<file path="src/rtl/pmf_rs_pkg.sv">
// pmf_rs_pkg: shared definitions for the add/sub reservation station and the
// downstream add/sub ALU.
//   - ALU operation encoding (ALUAdd / ALUSub)
//   - NO_TAG: tag value meaning "no producer, value is valid"
//   - default data/tag widths
//   - ALU state encodings used by the downstream ALU
package pmf_rs_pkg;

  localparam int DATA_W_DEF = 32;
  localparam int TAG_W_DEF  = 3;
  localparam int NO_TAG     = 0;

  typedef enum logic {
    ALUAdd = 1'b0,
    ALUSub = 1'b1
  } alu_op_t;

  typedef enum logic [1:0] {
    ALU_IDLE = 2'd0,
    ALU_EXEC = 2'd1,
    ALU_DONE = 2'd2
  } alu_state_t;

endpackage

</file>
<file path="src/rtl/pmf_rs_entry.sv">
// pmf_rs_entry: one reservation-station entry.
// It holds busy/dispatched/op/Vj/Vk/Qj/Qk. It takes an issue write with a
// same-cycle CDB bypass, snoops the CDB for pending operands, and frees itself
// when its own tag (MY_TAG) is broadcast.
// Ports:
//   clk, nRST            clock, async active-low reset
//   write_en             issue this entry this cycle
//   issue_op/vj/vk/qj/qk issued instruction fields
//   cdb_valid/tag/data   common data bus
//   dispatch_set         this entry is being dispatched this cycle
//   busy, ready          registered status (ready = can be dispatched)
//   op, vj, vk           stored operation and operand values
module pmf_rs_entry
  import pmf_rs_pkg::*;
#(
  parameter int              DATA_W = DATA_W_DEF,
  parameter int              TAG_W  = TAG_W_DEF,
  parameter logic [TAG_W-1:0] MY_TAG = TAG_W'(1)
) (
  input  logic              clk,
  input  logic              nRST,
  input  logic              write_en,
  input  alu_op_t           issue_op,
  input  logic [DATA_W-1:0] issue_vj,
  input  logic [DATA_W-1:0] issue_vk,
  input  logic [TAG_W-1:0]  issue_qj,
  input  logic [TAG_W-1:0]  issue_qk,
  input  logic              cdb_valid,
  input  logic [TAG_W-1:0]  cdb_tag,
  input  logic [DATA_W-1:0] cdb_data,
  input  logic              dispatch_set,
  output logic              busy,
  output logic              ready,
  output alu_op_t           op,
  output logic [DATA_W-1:0] vj,
  output logic [DATA_W-1:0] vk
);

  localparam logic [TAG_W-1:0] NONE = TAG_W'(NO_TAG);

  logic             dispatched;
  logic [TAG_W-1:0] qj;
  logic [TAG_W-1:0] qk;

  logic bypass_j;
  logic bypass_k;
  logic snoop_j;
  logic snoop_k;
  logic free_hit;

  // A producer finishing in the same cycle as the issue would otherwise be missed.
  assign bypass_j = cdb_valid && (issue_qj != NONE) && (cdb_tag == issue_qj);
  assign bypass_k = cdb_valid && (issue_qk != NONE) && (cdb_tag == issue_qk);
  assign snoop_j  = cdb_valid && (qj != NONE) && (cdb_tag == qj);
  assign snoop_k  = cdb_valid && (qk != NONE) && (cdb_tag == qk);
  assign free_hit = cdb_valid && (cdb_tag == MY_TAG);

  // The allocator only writes a free entry, so issue never collides with
  // snoop/free/dispatch on the same entry.
  always_ff @(posedge clk or negedge nRST) begin
    if (!nRST) begin
      busy       <= 1'b0;
      dispatched <= 1'b0;
      op         <= ALUAdd;
      vj         <= '0;
      vk         <= '0;
      qj         <= NONE;
      qk         <= NONE;
    end else if (write_en) begin
      busy       <= 1'b1;
      dispatched <= 1'b0;
      op         <= issue_op;
      vj         <= bypass_j ? cdb_data : issue_vj;
      vk         <= bypass_k ? cdb_data : issue_vk;
      qj         <= bypass_j ? NONE : issue_qj;
      qk         <= bypass_k ? NONE : issue_qk;
    end else if (busy) begin
      if (snoop_j) begin
        vj <= cdb_data;
        qj <= NONE;
      end
      if (snoop_k) begin
        vk <= cdb_data;
        qk <= NONE;
      end
      if (free_hit) begin
        busy       <= 1'b0;
        dispatched <= 1'b0;
      end else if (dispatch_set) begin
        dispatched <= 1'b1;
      end
    end
  end

  // Registered state only: a CDB wake-up becomes dispatchable next cycle.
  assign ready = busy && !dispatched && (qj == NONE) && (qk == NONE);

endmodule

</file>
<file path="src/rtl/pmf_rs.sv">
// pmf_rs: reservation station for the add/sub functional unit.
// It allocates the lowest free entry on issue, and each entry snoops the CDB.
// One ready entry is dispatched per cycle into the registered alu_* outputs.
// An entry stays busy until its own tag is broadcast on the CDB.
// Build option: define PMF_RS_AGE_EN to dispatch the oldest ready entry
// (per-entry saturating age counters); otherwise the lowest-index ready entry
// is dispatched.
// Ports:
//   clk, nRST                    clock, async active-low reset
//   issue_valid/ready/op/vj/vk/qj/qk, issue_tag   issue interface
//   cdb_valid/tag/data           common data bus snoop
//   alu_ready                    ALU can accept an operation
//   alu_en/op/data1/data2/tag    registered dispatch to the ALU
module pmf_rs
  import pmf_rs_pkg::*;
#(
  parameter int DATA_W  = DATA_W_DEF,
  parameter int TAG_W   = TAG_W_DEF,
  parameter int ENTRIES = 3,
  parameter int RS_BASE = 1
) (
  input  logic              clk,
  input  logic              nRST,
  input  logic              issue_valid,
  output logic              issue_ready,
  input  alu_op_t           issue_op,
  input  logic [DATA_W-1:0] issue_vj,
  input  logic [DATA_W-1:0] issue_vk,
  input  logic [TAG_W-1:0]  issue_qj,
  input  logic [TAG_W-1:0]  issue_qk,
  output logic [TAG_W-1:0]  issue_tag,
  input  logic              cdb_valid,
  input  logic [TAG_W-1:0]  cdb_tag,
  input  logic [DATA_W-1:0] cdb_data,
  input  logic              alu_ready,
  output logic              alu_en,
  output alu_op_t           alu_op,
  output logic [DATA_W-1:0] alu_data1,
  output logic [DATA_W-1:0] alu_data2,
  output logic [TAG_W-1:0]  alu_tag
);

  localparam int IDX_W = (ENTRIES > 1) ? $clog2(ENTRIES) : 1;

  logic [ENTRIES-1:0] busy;
  logic [ENTRIES-1:0] ready;
  logic [ENTRIES-1:0] write_en;
  logic [ENTRIES-1:0] dispatch_set;
  alu_op_t            ent_op [ENTRIES];
  logic [DATA_W-1:0]  ent_vj [ENTRIES];
  logic [DATA_W-1:0]  ent_vk [ENTRIES];

  logic [IDX_W-1:0] alloc_idx;
  logic [IDX_W-1:0] sel_idx;
  logic             sel_valid;
  logic             do_issue;
  logic             do_dispatch;

  for (genvar g = 0; g < ENTRIES; g++) begin : g_entry
    pmf_rs_entry #(
      .DATA_W (DATA_W),
      .TAG_W  (TAG_W),
      .MY_TAG (TAG_W'(RS_BASE + g))
    ) u_entry (
      .clk          (clk),
      .nRST         (nRST),
      .write_en     (write_en[g]),
      .issue_op     (issue_op),
      .issue_vj     (issue_vj),
      .issue_vk     (issue_vk),
      .issue_qj     (issue_qj),
      .issue_qk     (issue_qk),
      .cdb_valid    (cdb_valid),
      .cdb_tag      (cdb_tag),
      .cdb_data     (cdb_data),
      .dispatch_set (dispatch_set[g]),
      .busy         (busy[g]),
      .ready        (ready[g]),
      .op           (ent_op[g]),
      .vj           (ent_vj[g]),
      .vk           (ent_vk[g])
    );
  end

  // Busy bits are registered, so an entry freed this cycle is not yet free here.
  assign issue_ready = ~&busy;
  assign do_issue    = issue_valid && issue_ready;
  assign do_dispatch = alu_ready && sel_valid;

  // The loop scans downward so that the lowest-index free entry wins.
  always_comb begin
    alloc_idx = '0;
    for (int i = ENTRIES - 1; i >= 0; i--) begin
      if (!busy[i]) alloc_idx = IDX_W'(i);
    end
  end

  assign issue_tag = issue_ready ? (TAG_W'(RS_BASE) + TAG_W'(alloc_idx)) : TAG_W'(NO_TAG);

  always_comb begin
    for (int i = 0; i < ENTRIES; i++) begin
      write_en[i]     = do_issue && (alloc_idx == IDX_W'(i));
      dispatch_set[i] = do_dispatch && (sel_idx == IDX_W'(i));
    end
  end

`ifdef PMF_RS_AGE_EN
  localparam logic [IDX_W-1:0] AGE_MAX = IDX_W'(ENTRIES - 1);

  logic [IDX_W-1:0] age [ENTRIES];
  logic [IDX_W-1:0] best_age;

  // A new entry starts at age 0, and every other busy entry ages by one on
  // each issue. The counter saturates, so a larger value always means older.
  always_ff @(posedge clk or negedge nRST) begin
    if (!nRST) begin
      for (int i = 0; i < ENTRIES; i++) age[i] <= '0;
    end else if (do_issue) begin
      for (int i = 0; i < ENTRIES; i++) begin
        if (write_en[i])
          age[i] <= '0;
        else if (busy[i] && (age[i] != AGE_MAX))
          age[i] <= age[i] + 1'b1;
      end
    end
  end

  // A strict greater-than compare leaves ties with the lowest index.
  always_comb begin
    sel_valid = 1'b0;
    sel_idx   = '0;
    best_age  = '0;
    for (int i = 0; i < ENTRIES; i++) begin
      if (ready[i] && (!sel_valid || (age[i] > best_age))) begin
        sel_valid = 1'b1;
        sel_idx   = IDX_W'(i);
        best_age  = age[i];
      end
    end
  end
`else
  always_comb begin
    sel_valid = 1'b0;
    sel_idx   = '0;
    for (int i = ENTRIES - 1; i >= 0; i--) begin
      if (ready[i]) begin
        sel_valid = 1'b1;
        sel_idx   = IDX_W'(i);
      end
    end
  end
`endif

  // alu_en is a one-cycle pulse. The other alu_* outputs hold between dispatches.
  always_ff @(posedge clk or negedge nRST) begin
    if (!nRST) begin
      alu_en    <= 1'b0;
      alu_op    <= ALUAdd;
      alu_data1 <= '0;
      alu_data2 <= '0;
      alu_tag   <= TAG_W'(NO_TAG);
    end else begin
      alu_en <= do_dispatch;
      if (do_dispatch) begin
        alu_op    <= ent_op[sel_idx];
        alu_data1 <= ent_vj[sel_idx];
        alu_data2 <= ent_vk[sel_idx];
        alu_tag   <= TAG_W'(RS_BASE) + TAG_W'(sel_idx);
      end
    end
  end

endmodule

</file>
<file path="config.mk">
export PLATFORM = sky130hd
export DESIGN_NAME = pmf_rs
export DESIGN_NICKNAME = d
export VERILOG_FILES = /design/src/rtl/pmf_rs_pkg.sv /design/src/rtl/pmf_rs_entry.sv /design/src/rtl/pmf_rs.sv
export SDC_FILE = /design/constraint.sdc
export NUM_CORES = 1
export LEC_CHECK = 0
export BUFFER_PORTS_ARGS = -buffer_cell sky130_fd_sc_hd__clkbuf_2
export CAP_MARGIN = 25
export CORE_ASPECT_RATIO = 1.4
export CORE_UTILIZATION = 58
export CTS_BUF_LIST = sky130_fd_sc_hd__clkbuf_8 sky130_fd_sc_hd__clkbuf_16
export DETAILED_ROUTE_END_ITERATION = 12
export PLACE_DENSITY = 0.8
export SLEW_MARGIN = 20
export SYNTH_ARGS = -nofsm -noshare
export SYNTH_HDL_FRONTEND = slang
export SYNTH_SLANG_ARGS = --single-unit
</file>
<file path="constraint.sdc">
create_clock -name clk -period 2.25 [get_ports clk]
set_clock_uncertainty 0.2 [all_clocks]
set_input_delay 0.5625 -clock clk [delete_from_list [all_inputs] [get_ports clk]]
set_output_delay 0.5625 -clock clk [all_outputs]
set_load 0.05 [all_outputs]
</file>
==> flow_summary.html, run 1 <==
<table>
<tr><th>Metric</th><th>Value</th></tr>
<tr><th colspan="2">Hold path</th></tr>
<tr><td>Worst min path class</td><td>primary input to flop</td></tr>
<tr><td>Source of the worst hold timing path</td><td>issue_op</td></tr>
<tr><th colspan="2">Die</th></tr>
<tr><td>Die width</td><td>132 um</td></tr>
<tr><td>Die area</td><td>0.0242 mm2</td></tr>
<tr><td>Row count</td><td>66</td></tr>
<tr><td>Die height</td><td>184 um</td></tr>
<tr><td>Ports</td><td>184</td></tr>
<tr><td>Initial core utilization</td><td>58.9%</td></tr>
<tr><td>Area of the core</td><td>0.0232 mm2</td></tr>
<tr><th colspan="2">Finish</th></tr>
<tr><td>Area grow syn2layout</td><td>24.2%</td></tr>
<tr><td>Fillers</td><td>1564</td></tr>
<tr><td>Fraction of final layout cells sized beyond drive strength 1</td><td>33.2%</td></tr>
<tr><td>Area used by sequential logic in the layout</td><td>0.00721 mm2</td></tr>
<tr><td>Final std cell area, no fill</td><td>0.0170 mm2</td></tr>
<tr><td>Area of combinational cells with multiple inputs</td><td>0.00584 mm2</td></tr>
<tr><td>Final net count</td><td>1565</td></tr>
<tr><th colspan="2">Timing</th></tr>
<tr><td>Post-layout worst setup margin</td><td>0.00645 ns</td></tr>
<tr><td>Slew Limit Headroom</td><td>31.9%</td></tr>
<tr><td>Final critical path time including I/O delays and setup</td><td>2.24 ns</td></tr>
<tr><td>Final-report max-slew violation count</td><td>0</td></tr>
<tr><td>Final-report setup violation count</td><td>0</td></tr>
<tr><td>Highest clock rate</td><td>446 MHz</td></tr>
<tr><td>Slew of the pin with the lowest slew margin</td><td>1.02 ns</td></tr>
<tr><td>Part of the cycle the worst path needs</td><td>99.7%</td></tr>
<tr><td>Setup repair after global routing missed its margin</td><td>true</td></tr>
<tr><td>Final hold violation count</td><td>0</td></tr>
<tr><th colspan="2">Placed design</th></tr>
<tr><td>Placement-stage cell area</td><td>0.0159 mm2</td></tr>
<tr><td>Port Buf Inserts</td><td>182</td></tr>
<tr><td>Half-perimeter wire length after detailed placement</td><td>27.0 mm</td></tr>
<tr><td>Worst Setup Slack post-DPL</td><td>-0.327 ns</td></tr>
<tr><td>Final GP Congestion</td><td>0.928</td></tr>
<tr><th colspan="2">Logic synthesis</th></tr>
<tr><td>Commonest cells in the netlist</td><td>sky130_fd_sc_hd__dfrtp_1 (288), sky130_fd_sc_hd__o22ai_1 (139), sky130_fd_sc_hd__inv_1 (100), sky130_fd_sc_hd__or3_1 (100), sky130_fd_sc_hd__o221a_2 (96)</td></tr>
<tr><td>Share of synthesized area occupied by flip-flops and latches</td><td>52.8%</td></tr>
<tr><td>Post-synthesis cell type with the largest combined area</td><td>sky130_fd_sc_hd__dfrtp_1</td></tr>
<tr><td>Syn Inst Count</td><td>1267</td></tr>
<tr><td>Async set or reset register ratio after synthesis</td><td>100%</td></tr>
<tr><td>Top area cells in the synthesized netlist</td><td>sky130_fd_sc_hd__dfrtp_1 (53%), sky130_fd_sc_hd__o221a_2 (7.9%), sky130_fd_sc_hd__o22ai_1 (6.4%)</td></tr>
<tr><td>Register bit total from synthesis</td><td>288</td></tr>
<tr><td>Synthesized net count</td><td>1378</td></tr>
<tr><td>Most used flip-flop cell after synthesis</td><td>sky130_fd_sc_hd__dfrtp_1</td></tr>
<tr><td>Unique masters post-synth</td><td>49</td></tr>
<tr><td>Synth Warn #</td><td>0</td></tr>
<tr><td>Dominant cell by count in the synthesized netlist</td><td>sky130_fd_sc_hd__dfrtp_1</td></tr>
<tr><td>Area share of the largest cell type after synthesis</td><td>52.8%</td></tr>
<tr><td>Number of flops mapped to enable cells by yosys</td><td>0</td></tr>
<tr><td>Average instance area after synthesis</td><td>10.8 um2</td></tr>
<tr><td>Area of the mapped netlist</td><td>0.0137 mm2</td></tr>
<tr><th colspan="2">Power and ir drop</th></tr>
<tr><td>Worst vdd rail ir drop</td><td>922 uV</td></tr>
<tr><td>Proportion of power drawn by combinational gates</td><td>44.9%</td></tr>
<tr><td>Leakage Power</td><td>7.19 nW</td></tr>
<tr><td>Power share of the sequential group</td><td>35.7%</td></tr>
<tr><td>Power Dens Cells</td><td>1540 mW/mm2</td></tr>
<tr><td>Net load switching power</td><td>0.0104 W</td></tr>
<tr><td>Sw frac</td><td>39.8%</td></tr>
<tr><td>Clock network power share</td><td>19.4%</td></tr>
<tr><td>Power consumption</td><td>0.0261 W</td></tr>
<tr><td>Internal power summed over all cells</td><td>0.0157 W</td></tr>
<tr><th colspan="2">Global route</th></tr>
<tr><td>Antenna violations before repair</td><td>1</td></tr>
<tr><td>Gr usage total</td><td>36.4%</td></tr>
<tr><td>Pin count of the biggest net entering global routing</td><td>67</td></tr>
<tr><td>Grt total ovfl</td><td>0</td></tr>
<tr><td>Global-route wire length before repair</td><td>69.2 mm</td></tr>
<tr><td>Via count of the first global-routing pass</td><td>12758</td></tr>
<tr><th colspan="2">Routing</th></tr>
<tr><td>Drt initial violations</td><td>1206</td></tr>
<tr><td>Pre-Repair DR Iteration Count</td><td>7</td></tr>
<tr><td>Antenna-violating nets left</td><td>0</td></tr>
<tr><td>Via density</td><td>6.90</td></tr>
<tr><td>Routed WL</td><td>43.7 mm</td></tr>
<tr><td>Number of DRC violations after detailed routing</td><td>0</td></tr>
<tr><td>DR vias</td><td>12295</td></tr>
<tr><td>Routed wirelength normalized by instance count</td><td>24.5 um</td></tr>
<tr><th colspan="2">Status</th></tr>
<tr><td>Outcome</td><td>complete, no violations</td></tr>
<tr><th colspan="2">Clock tree</th></tr>
<tr><td>Insertion delay of the later-clocked pin in the worst-skew pair</td><td>0.55 ns</td></tr>
<tr><td>Number of buffers on the longest clock path</td><td>3</td></tr>
<tr><td>H-tree depth</td><td>1</td></tr>
<tr><td>Clock transition time at the flip-flop clock pins of the worst setup and hold paths</td><td>0.07 ns</td></tr>
<tr><td>CTS tree</td><td>yes</td></tr>
<tr><td>Total number of clock tree sinks</td><td>288</td></tr>
<tr><td>Cell at the root of the clock tree</td><td>sky130_fd_sc_hd__clkbuf_16</td></tr>
<tr><td>Number of CTS-inserted buffers</td><td>28</td></tr>
<tr><th colspan="2">Critical path</th></tr>
<tr><td>Launching instance or port of the critical path</td><td>g_entry[1].u_entry.busy</td></tr>
<tr><td>Capturing element of the worst setup path</td><td>issue_tag[0]</td></tr>
<tr><td>Worst reg2reg setup slack</td><td>0.07 ns</td></tr>
<tr><td>Sort of element at the end of the critical path</td><td>output port</td></tr>
<tr><td>Startpoint class of the critical path</td><td>flop</td></tr>
<tr><td>Largest driver fanout on the critical path</td><td>4</td></tr>
<tr><td>Required time of the critical path</td><td>1.49 ns</td></tr>
<tr><td>FF-to-FF End</td><td>alu_data2[10]</td></tr>
<tr><td>Worst Reg-to-Reg Cells</td><td>7</td></tr>
<tr><td>Startpoint of the worst register-to-register path</td><td>g_entry[1].u_entry.busy</td></tr>
<tr><td>Data arrival at the endpoint of the critical path</td><td>1.48 ns</td></tr>
<tr><td>Critical Setup Path Class</td><td>flop to output port</td></tr>
<tr><td>Series of cell instances along the critical path</td><td>inv_1 -&gt; buf_4 -&gt; o21ai_2 -&gt; buf_8</td></tr>
<tr><td>Largest stage delay on the critical path</td><td>0.39 ns</td></tr>
<tr><td>Slowest cell on the critical path</td><td>sky130_fd_sc_hd__dfrtp_2</td></tr>
<tr><th colspan="2">Run</th></tr>
<tr><td>Number of maximum-capacitance violations</td><td>0</td></tr>
</table>
==> cell type report <==
class / count / share of cell area, %
clock inverter: 16 / 1.07
multi-input combinational: 749 / 34.4
clock buffer: 35 / 4.76
tap: 306 / 2.26
inverter: 100 / 2.21
sequential: 288 / 42.5
timing repair buffer: 287 / 12.8
antenna: 1 / 0.0147
==> sequential cells by signal, indices dropped and copies added (netlist names) <==
| register | flops |
|---|---|
| alu_data1 | 32 |
| alu_op | 1 |
| alu_data2 | 32 |
| g_entry.u_entry.vj | 96 |
| g_entry.u_entry.busy | 3 |
| g_entry.u_entry.qj | 9 |
| g_entry.u_entry.dispatched | 3 |
| g_entry.u_entry.op | 3 |
| alu_en | 1 |
| alu_tag | 3 |
| g_entry.u_entry.qk | 9 |
| g_entry.u_entry.vk | 96 |
==> cell usage in the layout (no fill, tap or decap), types with 3 or more instances in the layout <==
cell / count
sky130_fd_sc_hd__dfrtp_1: 285
sky130_fd_sc_hd__clkbuf_2: 179
sky130_fd_sc_hd__o22ai_1: 139
sky130_fd_sc_hd__inv_1: 103
sky130_fd_sc_hd__or3_1: 98
sky130_fd_sc_hd__nor3_1: 72
sky130_fd_sc_hd__a21oi_1: 68
sky130_fd_sc_hd__buf_4: 68
sky130_fd_sc_hd__o221a_2: 67
sky130_fd_sc_hd__nand2_1: 36
sky130_fd_sc_hd__a221oi_1: 35
sky130_fd_sc_hd__buf_12: 35
sky130_fd_sc_hd__o32a_1: 32
sky130_fd_sc_hd__o21a_1: 32
sky130_fd_sc_hd__a221oi_2: 30
sky130_fd_sc_hd__o221a_4: 29
sky130_fd_sc_hd__clkbuf_16: 29
sky130_fd_sc_hd__o21ai_0: 12
sky130_fd_sc_hd__nand3_1: 11
sky130_fd_sc_hd__xor2_1: 8
sky130_fd_sc_hd__xnor2_1: 8
sky130_fd_sc_hd__clkinv_2: 7
sky130_fd_sc_hd__nor2_1: 6
sky130_fd_sc_hd__nand2b_1: 6
sky130_fd_sc_hd__clkbuf_8: 6
sky130_fd_sc_hd__and2_1: 5
sky130_fd_sc_hd__nand4_1: 4
sky130_fd_sc_hd__bufinv_16: 4
sky130_fd_sc_hd__nand2_2: 3
sky130_fd_sc_hd__a21boi_4: 3
sky130_fd_sc_hd__dfrtp_2: 3
==> repair_timing <==
item | in CTS | in global routing
buffers inserted | 1 | 1
setup endpoints to repair | 4 | 62
endpoints found under the hold margin | 45 | 0
gates resized for setup | 9 | 7
pin swaps | 1 | 1
hold buffers | 1 | 0
==> power by group through the flow <==
stage	Clock (W)	Sequential (W)	Combinational (W)
finish	0.00506	0.00934	0.0117
global route	0.00528	0.00956	0.0124
CTS	0.00509	0.00927	0.0116
detailed placement	0	0.00931	0.0114
global placement	0	0.00921	0.0111
floorplan	0	0.0107	0.00652
==> how the worst min path moves through the flow <==
stage / to / slack [ns] / cells after the start
floorplan: alu_data1[0] / 0.07 / 0
global placement: g_entry[0].u_entry.op / 0.26 / 2
detailed placement: g_entry[1].u_entry.op / 0.27 / 2
CTS: g_entry[1].u_entry.op / 0.06 / 3
global route: g_entry[1].u_entry.op / 0.06 / 3
finish: g_entry[1].u_entry.op / 0.07 / 3
==> worst max-delay path, delay by kind of cell (launching register included) <==
kind,cells,cell delay (ns)
flip-flops,1,0.39
AO/OA/AOI/OAI,1,0.16
buffers and inverters,3,0.38
==> stage by stage <==
step | hold slack [ns] | TNS [ns] | util [%] | cells
after global routing | 0.0596 | -0.0668 | 73.1 | 1782
after floorplan | 0.0669 | -4.61 | - | 1267
final | 0.0652 | 0 | 73.1 | 1782
after CTS | 0.0567 | -0.00911 | 72.9 | 1780
after global placement | 0.258 | -46.20 | 68.5 | 1727
after detailed placement | 0.267 | -49.65 | 68.5 | 1727
==> layer usage <==
metal  GRT usage (%)  up-vias  share of wire, %
li1                -     5254                 -
met1            44.6     6115                37
met2            61.0      763                50
met3            6.64      163               8.9
met4            20.3        0               4.2
met5               0        -                 0
==> cells by family after synthesis <==
family,share of synthesized area (%)
AOI/OAI and AO/OA,28.2
DFF,52.8
and+or+nand+nor,10.6
buffers and inverters,7.37
xor gates and xnor gates,1.03
other,0.0275
(Power assumes the default switching activity.)
==> run 2, diff against run 1 <==
--- a/config.mk
+++ b/config.mk
@@ -11,7 +11,7 @@
 export CORE_UTILIZATION = 58
 export CTS_BUF_LIST = sky130_fd_sc_hd__clkbuf_8 sky130_fd_sc_hd__clkbuf_16
 export DETAILED_ROUTE_END_ITERATION = 12
-export PLACE_DENSITY = 0.8
+export PLACE_DENSITY = 0.86
 export SLEW_MARGIN = 20
 export SYNTH_ARGS = -nofsm -noshare
 export SYNTH_HDL_FRONTEND = slang
==> run 2 against run 1 <==
  * The flow now finishes with violations (setup timing)
  * Fmax decreased by 0.75%
  * Worst setup slack got worse by 0.017 ns
  * Cell area increased by 0.22%
  * Critical path depth increased by 3
  * Sequential share of layout area decreased by 0.11 points
  * Die area unchanged
  * Sequential power about the same
  * Largest cell class unchanged
  * Highest routed layer unchanged
==> flow_summary.html, run 2 (synthesized netlist as in run 1, its figures left out) <==
<table>
<tr><th>Metric</th><th>Value</th></tr>
<tr><th colspan="2">Power and ir drop</th></tr>
<tr><td>Clock network power share</td><td>18.3% (was 19.4%)</td></tr>
<tr><td>Worst vdd rail ir drop</td><td>1030 uV (was 922 uV)</td></tr>
<tr><td>Power share of the sequential group</td><td>35.6% (was 35.7%)</td></tr>
<tr><td>Power Dens Cells</td><td>1550 mW/mm2 (was 1540 mW/mm2)</td></tr>
<tr><td>Proportion of power drawn by combinational gates</td><td>46.1% (was 44.9%)</td></tr>
<tr><td>Internal power summed over all cells</td><td>0.0156 W (was 0.0157 W)</td></tr>
<tr><td>Net load switching power</td><td>0.0107 W (was 0.0104 W)</td></tr>
<tr><td>Leakage Power</td><td>7.19 nW (about the same)</td></tr>
<tr><td>Sw frac</td><td>40.6% (was 39.8%)</td></tr>
<tr><th colspan="2">Timing</th></tr>
<tr><td>Final-report setup violation count</td><td>1 (was 0)</td></tr>
<tr><td>Final critical path time including I/O delays and setup</td><td>2.26 ns (was 2.24 ns)</td></tr>
<tr><td>Final hold violation count</td><td>0 (unchanged)</td></tr>
<tr><td>Setup repair after global routing missed its margin</td><td>true (unchanged)</td></tr>
<tr><td>Final setup TNS</td><td>-0.0106 ns (was 0 ns)</td></tr>
<tr><td>Post-layout worst setup margin</td><td>-0.0106 ns (was 0.00645 ns)</td></tr>
<tr><td>Part of the cycle the worst path needs</td><td>100% (was 99.7%)</td></tr>
<tr><td>Final-report max-slew violation count</td><td>0 (unchanged)</td></tr>
<tr><td>Final hold slack</td><td>0.109 ns (was 0.0652 ns)</td></tr>
<tr><td>Highest clock rate</td><td>442 MHz (was 446 MHz)</td></tr>
<tr><th colspan="2">Status</th></tr>
<tr><td>Outcome</td><td>finished with violations (was complete, no violations)</td></tr>
<tr><td>Violated checks</td><td>setup timing</td></tr>
<tr><th colspan="2">Finish</th></tr>
<tr><td>Final Core Density</td><td>73.3% (was 73.1%)</td></tr>
<tr><td>Final std cell area, no fill</td><td>0.0170 mm2 (about the same)</td></tr>
<tr><td>Area grow syn2layout</td><td>24.5% (was 24.2%)</td></tr>
<tr><td>Most used cells in the layout excluding fill and tap cells</td><td>sky130_fd_sc_hd__dfrtp_1 (287), sky130_fd_sc_hd__clkbuf_2 (177), sky130_fd_sc_hd__o22ai_1 (137) (was sky130_fd_sc_hd__dfrtp_1 (285), sky130_fd_sc_hd__clkbuf_2 (179), sky130_fd_sc_hd__o22ai_1 (139))</td></tr>
<tr><td>Largest registers</td><td>g_entry.u_entry.vj: 96 flops, g_entry.u_entry.vk: 96 flops (unchanged)</td></tr>
<tr><td>Fraction of final layout cells sized beyond drive strength 1</td><td>33.2% (about the same)</td></tr>
<tr><td>Final net count</td><td>1560 (was 1565)</td></tr>
<tr><td>Most common cell after layout, fill and taps aside</td><td>sky130_fd_sc_hd__dfrtp_1 (unchanged)</td></tr>
<tr><th colspan="2">Clock tree</th></tr>
<tr><td>H-tree depth</td><td>1 (unchanged)</td></tr>
<tr><td>Cell at the root of the clock tree</td><td>sky130_fd_sc_hd__clkbuf_16 (unchanged)</td></tr>
<tr><td>CTS tree</td><td>yes (unchanged)</td></tr>
<tr><td>Total number of clock tree sinks</td><td>288 (unchanged)</td></tr>
<tr><td>Clock transition time at the flip-flop clock pins of the worst setup and hold paths</td><td>0.06 ns (was 0.07 ns)</td></tr>
<tr><td>Number of buffers on the longest clock path</td><td>3 (unchanged)</td></tr>
<tr><td>Number of CTS-inserted buffers</td><td>29 (was 28)</td></tr>
<tr><td>Insertion delay of the later-clocked pin in the worst-skew pair</td><td>0.56 ns (was 0.55 ns)</td></tr>
<tr><th colspan="2">Critical path</th></tr>
<tr><td>Sort of element at the end of the critical path</td><td>flop (was output port)</td></tr>
<tr><td>Startpoint of the worst register-to-register path</td><td>g_entry[2].u_entry.qj[2] (was g_entry[1].u_entry.busy)</td></tr>
<tr><td>Data arrival at the endpoint of the critical path</td><td>2.48 ns (was 1.48 ns)</td></tr>
<tr><td>Worst Reg-to-Reg Cells</td><td>7 (unchanged)</td></tr>
<tr><td>FF-to-FF End</td><td>alu_data1[10] (was alu_data2[10])</td></tr>
<tr><td>Required time of the critical path</td><td>2.47 ns (was 1.49 ns)</td></tr>
<tr><td>Largest stage delay on the critical path</td><td>0.45 ns (was 0.39 ns)</td></tr>
<tr><td>Launching instance or port of the critical path</td><td>g_entry[2].u_entry.qj[2] (was g_entry[1].u_entry.busy)</td></tr>
<tr><td>Critical Setup Path Class</td><td>flop to flop (was flop to output port)</td></tr>
<tr><td>Largest driver fanout on the critical path</td><td>14 (was 4)</td></tr>
<tr><td>Slowest cell on the critical path</td><td>sky130_fd_sc_hd__dfrtp_1 (was sky130_fd_sc_hd__dfrtp_2)</td></tr>
<tr><td>Capturing element of the worst setup path</td><td>alu_data1[10] (was issue_tag[0])</td></tr>
<tr><td>Series of cell instances along the critical path</td><td>nor4_2 -&gt; and4_4 -&gt; nand4_1 -&gt; buf_4 -&gt; clkbuf_16 -&gt; o22ai_1 -&gt; a21oi_1 (was inv_1 -&gt; buf_4 -&gt; o21ai_2 -&gt; buf_8)</td></tr>
<tr><td>Worst reg2reg setup slack</td><td>-0.01 ns (was 0.07 ns)</td></tr>
<tr><td>Startpoint class of the critical path</td><td>flop (unchanged)</td></tr>
<tr><th colspan="2">Routing</th></tr>
<tr><td>Routed WL</td><td>45.0 mm (was 43.7 mm)</td></tr>
<tr><td>Pre-Repair DR Iteration Count</td><td>6 (was 7)</td></tr>
<tr><td>Number of DRC violations after detailed routing</td><td>0 (unchanged)</td></tr>
<tr><td>DR vias</td><td>12544 (was 12295)</td></tr>
<tr><td>Via density</td><td>7.04 (was 6.90)</td></tr>
<tr><td>Antenna-violating nets left</td><td>0 (unchanged)</td></tr>
<tr><td>Routed wirelength normalized by instance count</td><td>25.3 um (was 24.5 um)</td></tr>
<tr><td>Drt initial violations</td><td>1259 (was 1206)</td></tr>
<tr><th colspan="2">Die</th></tr>
<tr><td>Die height</td><td>184 um (unchanged)</td></tr>
<tr><td>Die area</td><td>0.0242 mm2 (unchanged)</td></tr>
<tr><td>Area of the core</td><td>0.0232 mm2 (unchanged)</td></tr>
<tr><td>Row count</td><td>66 (unchanged)</td></tr>
<tr><td>Ports</td><td>184 (unchanged)</td></tr>
<tr><td>Die width</td><td>132 um (unchanged)</td></tr>
<tr><td>Initial core utilization</td><td>58.9% (unchanged)</td></tr>
<tr><th colspan="2">Placed design</th></tr>
<tr><td>Half-perimeter wire length after detailed placement</td><td>27.5 mm (was 27.0 mm)</td></tr>
<tr><td>Port Buf Inserts</td><td>182 (unchanged)</td></tr>
<tr><td>Final GP Congestion</td><td>0.874 (was 0.928)</td></tr>
<tr><td>Placement-stage cell area</td><td>0.0159 mm2 (about the same)</td></tr>
<tr><th colspan="2">Global route</th></tr>
<tr><td>Global-route wire length before repair</td><td>71.1 mm (was 69.2 mm)</td></tr>
<tr><td>Grt total ovfl</td><td>0 (unchanged)</td></tr>
<tr><td>Gr usage total</td><td>37.4% (was 36.4%)</td></tr>
<tr><td>Pin count of the biggest net entering global routing</td><td>71 (was 67)</td></tr>
<tr><td>Via count of the first global-routing pass</td><td>13064 (was 12758)</td></tr>
<tr><td>Antenna violations before repair</td><td>2 (was 1)</td></tr>
<tr><th colspan="2">Run</th></tr>
<tr><td>Number of maximum-capacitance violations</td><td>0 (unchanged)</td></tr>
<tr><th colspan="2">Hold path</th></tr>
<tr><td>Worst hold path stage count</td><td>3 (unchanged)</td></tr>
<tr><td>Worst min path class</td><td>primary input to flop (unchanged)</td></tr>
</table>
run 2: cell count changes in the layout (fill, tap and decap cells not counted), sizes merged:
cell	previous run	this run
buf	107	101
bufinv	4	2
clkbuf	214	212
clkinvlp	2	4
diode	1	3
inv	103	108
run 2: through the flow:
stage	power [W]	setup WS (ns)	instances
after global routing	0.0274	-0.0430	1780
after detailed placement	0.0210	-0.338	1719
final	0.0263	-0.0106	1781
after CTS	0.0260	0.00364	1776
after floorplan	0.0173	-0.0630	1267
after global placement	0.0204	-0.279	1719
run 2: timing repair:
action                                  4_1_cts  5_1_grt
endpoints found under the setup margin        8      109
hold endpoints to repair                     40        0
hold buffers                                  1        0
gates cloned                                  0        1
resized for setup                            10       14
buffers inserted                              2        1
pin swaps                                     1        0
run 2: routing by layer:
layer / vias up / global-route usage (%) / part of all wire (%)
li1: 5238 / - / -
met5: - / 0 / 0
met4: 0 / 21.0 / 5.6
met1: 6128 / 45.7 / 35
met3: 218 / 7.22 / 11
met2: 960 / 62.6 / 49
run 2: how the worst min path moves through the flow:
| stage | start | endpoint |
|---|---|---|
| floorplan | nRST | alu_data1[0] |
| global placement | g_entry[0].u_entry.op | g_entry[0].u_entry.op |
| detailed placement | g_entry[0].u_entry.op | g_entry[0].u_entry.op |
| CTS | issue_op | g_entry[1].u_entry.op |
| global route | issue_op | g_entry[1].u_entry.op |
| finish | issue_op | g_entry[1].u_entry.op |
run 2: critical path, delay by kind of cell (launching register included):
kind	cells	cell delay, ns
AOI/OAI and AO/OA	2	0.25
buffers and inverters	2	0.42
and+or+nand+nor	3	0.81
DFF	1	0.45
run 2: final cells by class:
class	count	area [um2]
flip-flops and latches	288	7210
fillers	1484	6200
multi-input cells	749	5890
repair buffers	281	2190
clock buffers	33	781
well taps	306	383
inverters	100	375
clock inverters	21	169
diodes	3	7.51
run 2: power groups by stage:
stage / Sequential, W / Combinational (W) / Clock (W)
final: 0.00937 / 0.0121 / 0.00483
after global routing: 0.00957 / 0.0128 / 0.00503
after CTS: 0.00929 / 0.0118 / 0.00482
after detailed placement: 0.00933 / 0.0116 / 0
after global placement: 0.00920 / 0.0112 / 0
after floorplan: 0.0107 / 0.00652 / 0
==> run 3, diff against run 2 <==
--- a/config.mk
+++ b/config.mk
@@ -12,6 +12,7 @@
 export CTS_BUF_LIST = sky130_fd_sc_hd__clkbuf_8 sky130_fd_sc_hd__clkbuf_16
 export DETAILED_ROUTE_END_ITERATION = 12
 export PLACE_DENSITY = 0.86
+export RECOVER_POWER = 50
 export SLEW_MARGIN = 20
 export SYNTH_ARGS = -nofsm -noshare
 export SYNTH_HDL_FRONTEND = slang
==> run 3 against run 2 <==
  * The run now ends clean
  * Clock power about the same
  * Via count increased by 0.18%
  * Fmax increased by 1.3%
  * Wire length increased by 0.20%
  * First-iteration DRC count increased by 2.5%
  * Sequential power about the same
  * Sequential share of layout area increased by 0.24 points
  * Global-route usage unchanged
  * Critical path type unchanged
==> flow_summary.html, run 3 (synthesized netlist as in run 1, its figures left out) <==
<table>
<tr><th>Metric</th><th>Value</th></tr>
<tr><th colspan="2">Status</th></tr>
<tr><td>Outcome</td><td>complete, no violations (was finished with violations)</td></tr>
<tr><th colspan="2">Power and ir drop</th></tr>
<tr><td>Net load switching power</td><td>0.0107 W (about the same)</td></tr>
<tr><td>Sw frac</td><td>40.7% (was 40.6%)</td></tr>
<tr><td>Power share of the sequential group</td><td>35.7% (was 35.6%)</td></tr>
<tr><td>Clock network power share</td><td>18.4% (was 18.3%)</td></tr>
<tr><td>Worst vdd rail ir drop</td><td>1030 uV (about the same)</td></tr>
<tr><td>Power Dens Cells</td><td>1550 mW/mm2 (about the same)</td></tr>
<tr><td>Leakage Power</td><td>7.15 nW (was 7.19 nW)</td></tr>
<tr><td>Proportion of power drawn by combinational gates</td><td>45.9% (was 46.1%)</td></tr>
<tr><td>Internal power summed over all cells</td><td>0.0156 W (about the same)</td></tr>
<tr><th colspan="2">Critical path</th></tr>
<tr><td>Startpoint class of the critical path</td><td>flop (unchanged)</td></tr>
<tr><td>Critical Setup Path Class</td><td>flop to flop (unchanged)</td></tr>
<tr><td>Data arrival at the endpoint of the critical path</td><td>2.46 ns (was 2.48 ns)</td></tr>
<tr><td>Largest driver fanout on the critical path</td><td>14 (unchanged)</td></tr>
<tr><td>Sort of element at the end of the critical path</td><td>flop (unchanged)</td></tr>
<tr><td>Required time of the critical path</td><td>2.48 ns (was 2.47 ns)</td></tr>
<tr><th colspan="2">Die</th></tr>
<tr><td>Ports</td><td>184 (unchanged)</td></tr>
<tr><td>Area of the core</td><td>0.0232 mm2 (unchanged)</td></tr>
<tr><td>Die area</td><td>0.0242 mm2 (unchanged)</td></tr>
<tr><td>Row count</td><td>66 (unchanged)</td></tr>
<tr><td>Initial core utilization</td><td>58.9% (unchanged)</td></tr>
<tr><td>Die width</td><td>132 um (unchanged)</td></tr>
<tr><td>Die height</td><td>184 um (unchanged)</td></tr>
<tr><th colspan="2">Finish</th></tr>
<tr><td>Fraction of final layout cells sized beyond drive strength 1</td><td>32.9% (was 33.2%)</td></tr>
<tr><td>Largest registers</td><td>g_entry.u_entry.vj: 96 flops, g_entry.u_entry.vk: 96 flops (unchanged)</td></tr>
<tr><td>Post-route insts no fill</td><td>1781 (unchanged)</td></tr>
<tr><td>Area grow syn2layout</td><td>23.8% (was 24.5%)</td></tr>
<tr><td>Final net count</td><td>1560 (unchanged)</td></tr>
<tr><td>Final std cell area, no fill</td><td>0.0169 mm2 (was 0.0170 mm2)</td></tr>
<tr><td>Most used cells in the layout excluding fill and tap cells</td><td>sky130_fd_sc_hd__dfrtp_1 (287), sky130_fd_sc_hd__clkbuf_2 (183), sky130_fd_sc_hd__o22ai_1 (137) (was sky130_fd_sc_hd__dfrtp_1 (287), sky130_fd_sc_hd__clkbuf_2 (177), sky130_fd_sc_hd__o22ai_1 (137))</td></tr>
<tr><td>Most common cell after layout, fill and taps aside</td><td>sky130_fd_sc_hd__dfrtp_1 (unchanged)</td></tr>
<tr><th colspan="2">Timing</th></tr>
<tr><td>Final-report max-slew violation count</td><td>0 (unchanged)</td></tr>
<tr><td>Final-report setup violation count</td><td>0 (was 1)</td></tr>
<tr><td>Part of the cycle the worst path needs</td><td>99.1% (was 100%)</td></tr>
<tr><td>Final critical path time including I/O delays and setup</td><td>2.23 ns (was 2.26 ns)</td></tr>
<tr><td>Final hold violation count</td><td>0 (unchanged)</td></tr>
<tr><td>Setup repair after global routing missed its margin</td><td>true (unchanged)</td></tr>
<tr><td>Slew of the pin with the lowest slew margin</td><td>0.907 ns</td></tr>
<tr><td>Highest clock rate</td><td>448 MHz (was 442 MHz)</td></tr>
<tr><td>Final setup TNS</td><td>0 ns (was -0.0106 ns)</td></tr>
<tr><td>Slew Limit Headroom</td><td>39.6%</td></tr>
<tr><th colspan="2">Clock tree</th></tr>
<tr><td>Total number of clock tree sinks</td><td>288 (unchanged)</td></tr>
<tr><td>Insertion delay of the later-clocked pin in the worst-skew pair</td><td>0.56 ns (about the same)</td></tr>
<tr><td>Cell at the root of the clock tree</td><td>sky130_fd_sc_hd__clkbuf_16 (unchanged)</td></tr>
<tr><td>Number of CTS-inserted buffers</td><td>29 (unchanged)</td></tr>
<tr><td>Number of buffers on the longest clock path</td><td>3 (unchanged)</td></tr>
<tr><td>CTS tree</td><td>yes (unchanged)</td></tr>
<tr><td>Clock transition time at the flip-flop clock pins of the worst setup and hold paths</td><td>0.07 ns (was 0.06 ns)</td></tr>
<tr><td>H-tree depth</td><td>1 (unchanged)</td></tr>
<tr><th colspan="2">Global route</th></tr>
<tr><td>Via count of the first global-routing pass</td><td>13064 (unchanged)</td></tr>
<tr><td>Grt total ovfl</td><td>0 (unchanged)</td></tr>
<tr><td>Antenna violations before repair</td><td>2 (unchanged)</td></tr>
<tr><td>Gr usage total</td><td>37.4% (unchanged)</td></tr>
<tr><td>Pin count of the biggest net entering global routing</td><td>71 (unchanged)</td></tr>
<tr><td>Global-route wire length before repair</td><td>71.1 mm (unchanged)</td></tr>
<tr><th colspan="2">Placed design</th></tr>
<tr><td>Port Buf Inserts</td><td>182 (unchanged)</td></tr>
<tr><td>Placed cell count</td><td>1719 (unchanged)</td></tr>
<tr><td>Final GP Congestion</td><td>0.874 (unchanged)</td></tr>
<tr><td>Placement-stage cell area</td><td>0.0159 mm2 (unchanged)</td></tr>
<tr><td>Half-perimeter wire length after detailed placement</td><td>27.5 mm (unchanged)</td></tr>
<tr><th colspan="2">Routing</th></tr>
<tr><td>Routed wirelength normalized by instance count</td><td>25.3 um (about the same)</td></tr>
<tr><td>Drt initial violations</td><td>1290 (was 1259)</td></tr>
<tr><td>DR vias</td><td>12566 (was 12544)</td></tr>
<tr><td>Antenna-violating nets left</td><td>0 (unchanged)</td></tr>
<tr><td>Routed WL</td><td>45.1 mm (was 45.0 mm)</td></tr>
<tr><td>Pre-Repair DR Iteration Count</td><td>8 (was 6)</td></tr>
<tr><td>Via density</td><td>7.06 (was 7.04)</td></tr>
<tr><td>Number of DRC violations after detailed routing</td><td>0 (unchanged)</td></tr>
<tr><th colspan="2">Run</th></tr>
<tr><td>Number of maximum-capacitance violations</td><td>0 (unchanged)</td></tr>
<tr><th colspan="2">Hold path</th></tr>
<tr><td>Worst min path class</td><td>primary input to flop (unchanged)</td></tr>
</table>
[run 3: cell count changes in the layout (fill, tap and decap cells not counted), sizes merged]
cell,delta
buf,-11
clkbuf,+11
[run 3: repair_timing]
| item | CTS | global route |
|---|---|---|
| setup endpoints to repair | 8 | 109 |
| buffers inserted | 2 | 1 |
| pin swaps | 1 | 0 |
| cloned | 0 | 1 |
| gates resized for setup | 10 | 14 |
| hold buffers | 1 | 0 |
| endpoints found under the hold margin | 40 | 0 |
[run 3: metrics by stage]
step	utilization (%)	setup WS (ns)	hold slack, ns	power [W]
global placement	68.4	-0.279	0.259	0.0204
floorplan	-	-0.0630	0.0669	0.0173
CTS	72.8	0.00364	0.0824	0.0260
global route	72.9	-0.0435	0.105	0.0273
finish	72.9	0.0195	0.109	0.0263
detailed placement	68.4	-0.338	0.263	0.0210
[run 3: path summary, 6_finish.rpt]
kind | from | endpoint | slack (ns) | depth (start not counted)
worst max-delay path | g_entry[2].u_entry.qj[2] | alu_data2[4] | 0.02 | 7
worst min-delay path | cdb_data[18] | g_entry[2].u_entry.vj[18] | 0.11 | 2
worst max register to register | g_entry[2].u_entry.qj[2] | alu_data2[4] | 0.02 | 7
worst min register to register | g_entry[2].u_entry.op | g_entry[2].u_entry.op | 0.31 | 2
max in group asynchronous | nRST | g_entry[1].u_entry.vj[24] | 0.37 | 3
min in group asynchronous | nRST | g_entry[2].u_entry.vj[7] | 0.28 | 2
[run 3: power groups by stage]
stage | sequential, W | clock, W | combinational [W]
detailed placement | 0.00933 | 0 | 0.0116
CTS | 0.00929 | 0.00482 | 0.0118
global placement | 0.00920 | 0 | 0.0112
finish | 0.00937 | 0.00483 | 0.0121
floorplan | 0.0107 | 0 | 0.00652
global route | 0.00957 | 0.00503 | 0.0127
[run 3: worst max-delay path, cell delays in order (launching register included)]
cell                      delay (ns)
sky130_fd_sc_hd__dfrtp_1        0.45
sky130_fd_sc_hd__nor4_2         0.34
sky130_fd_sc_hd__and4_4         0.29
sky130_fd_sc_hd__nand4_1        0.16
sky130_fd_sc_hd__buf_4          0.22
sky130_fd_sc_hd__buf_12         0.16
sky130_fd_sc_hd__o22ai_1        0.19
sky130_fd_sc_hd__a21oi_1        0.07
[run 3: area by class of cell]
cell class / instances / area, um2
timing repair buffer: 281 / 2110
clock buffer: 33 / 781
antenna: 3 / 7.51
inverter: 100 / 375
clock inverter: 21 / 169
sequential: 288 / 7210
multi-input combinational: 749 / 5880
fill: 1500 / 6290
tap: 306 / 383
[run 3: layer usage]
metal  up-vias  routed length, um  global-route usage [%]
met2       911              22100                    62.6
met4         0               2360                    21.0
met3       202               4540                    7.22
met5         -                  0                       0
li1       5239                  -                       -
met1      6214              16000                    45.7
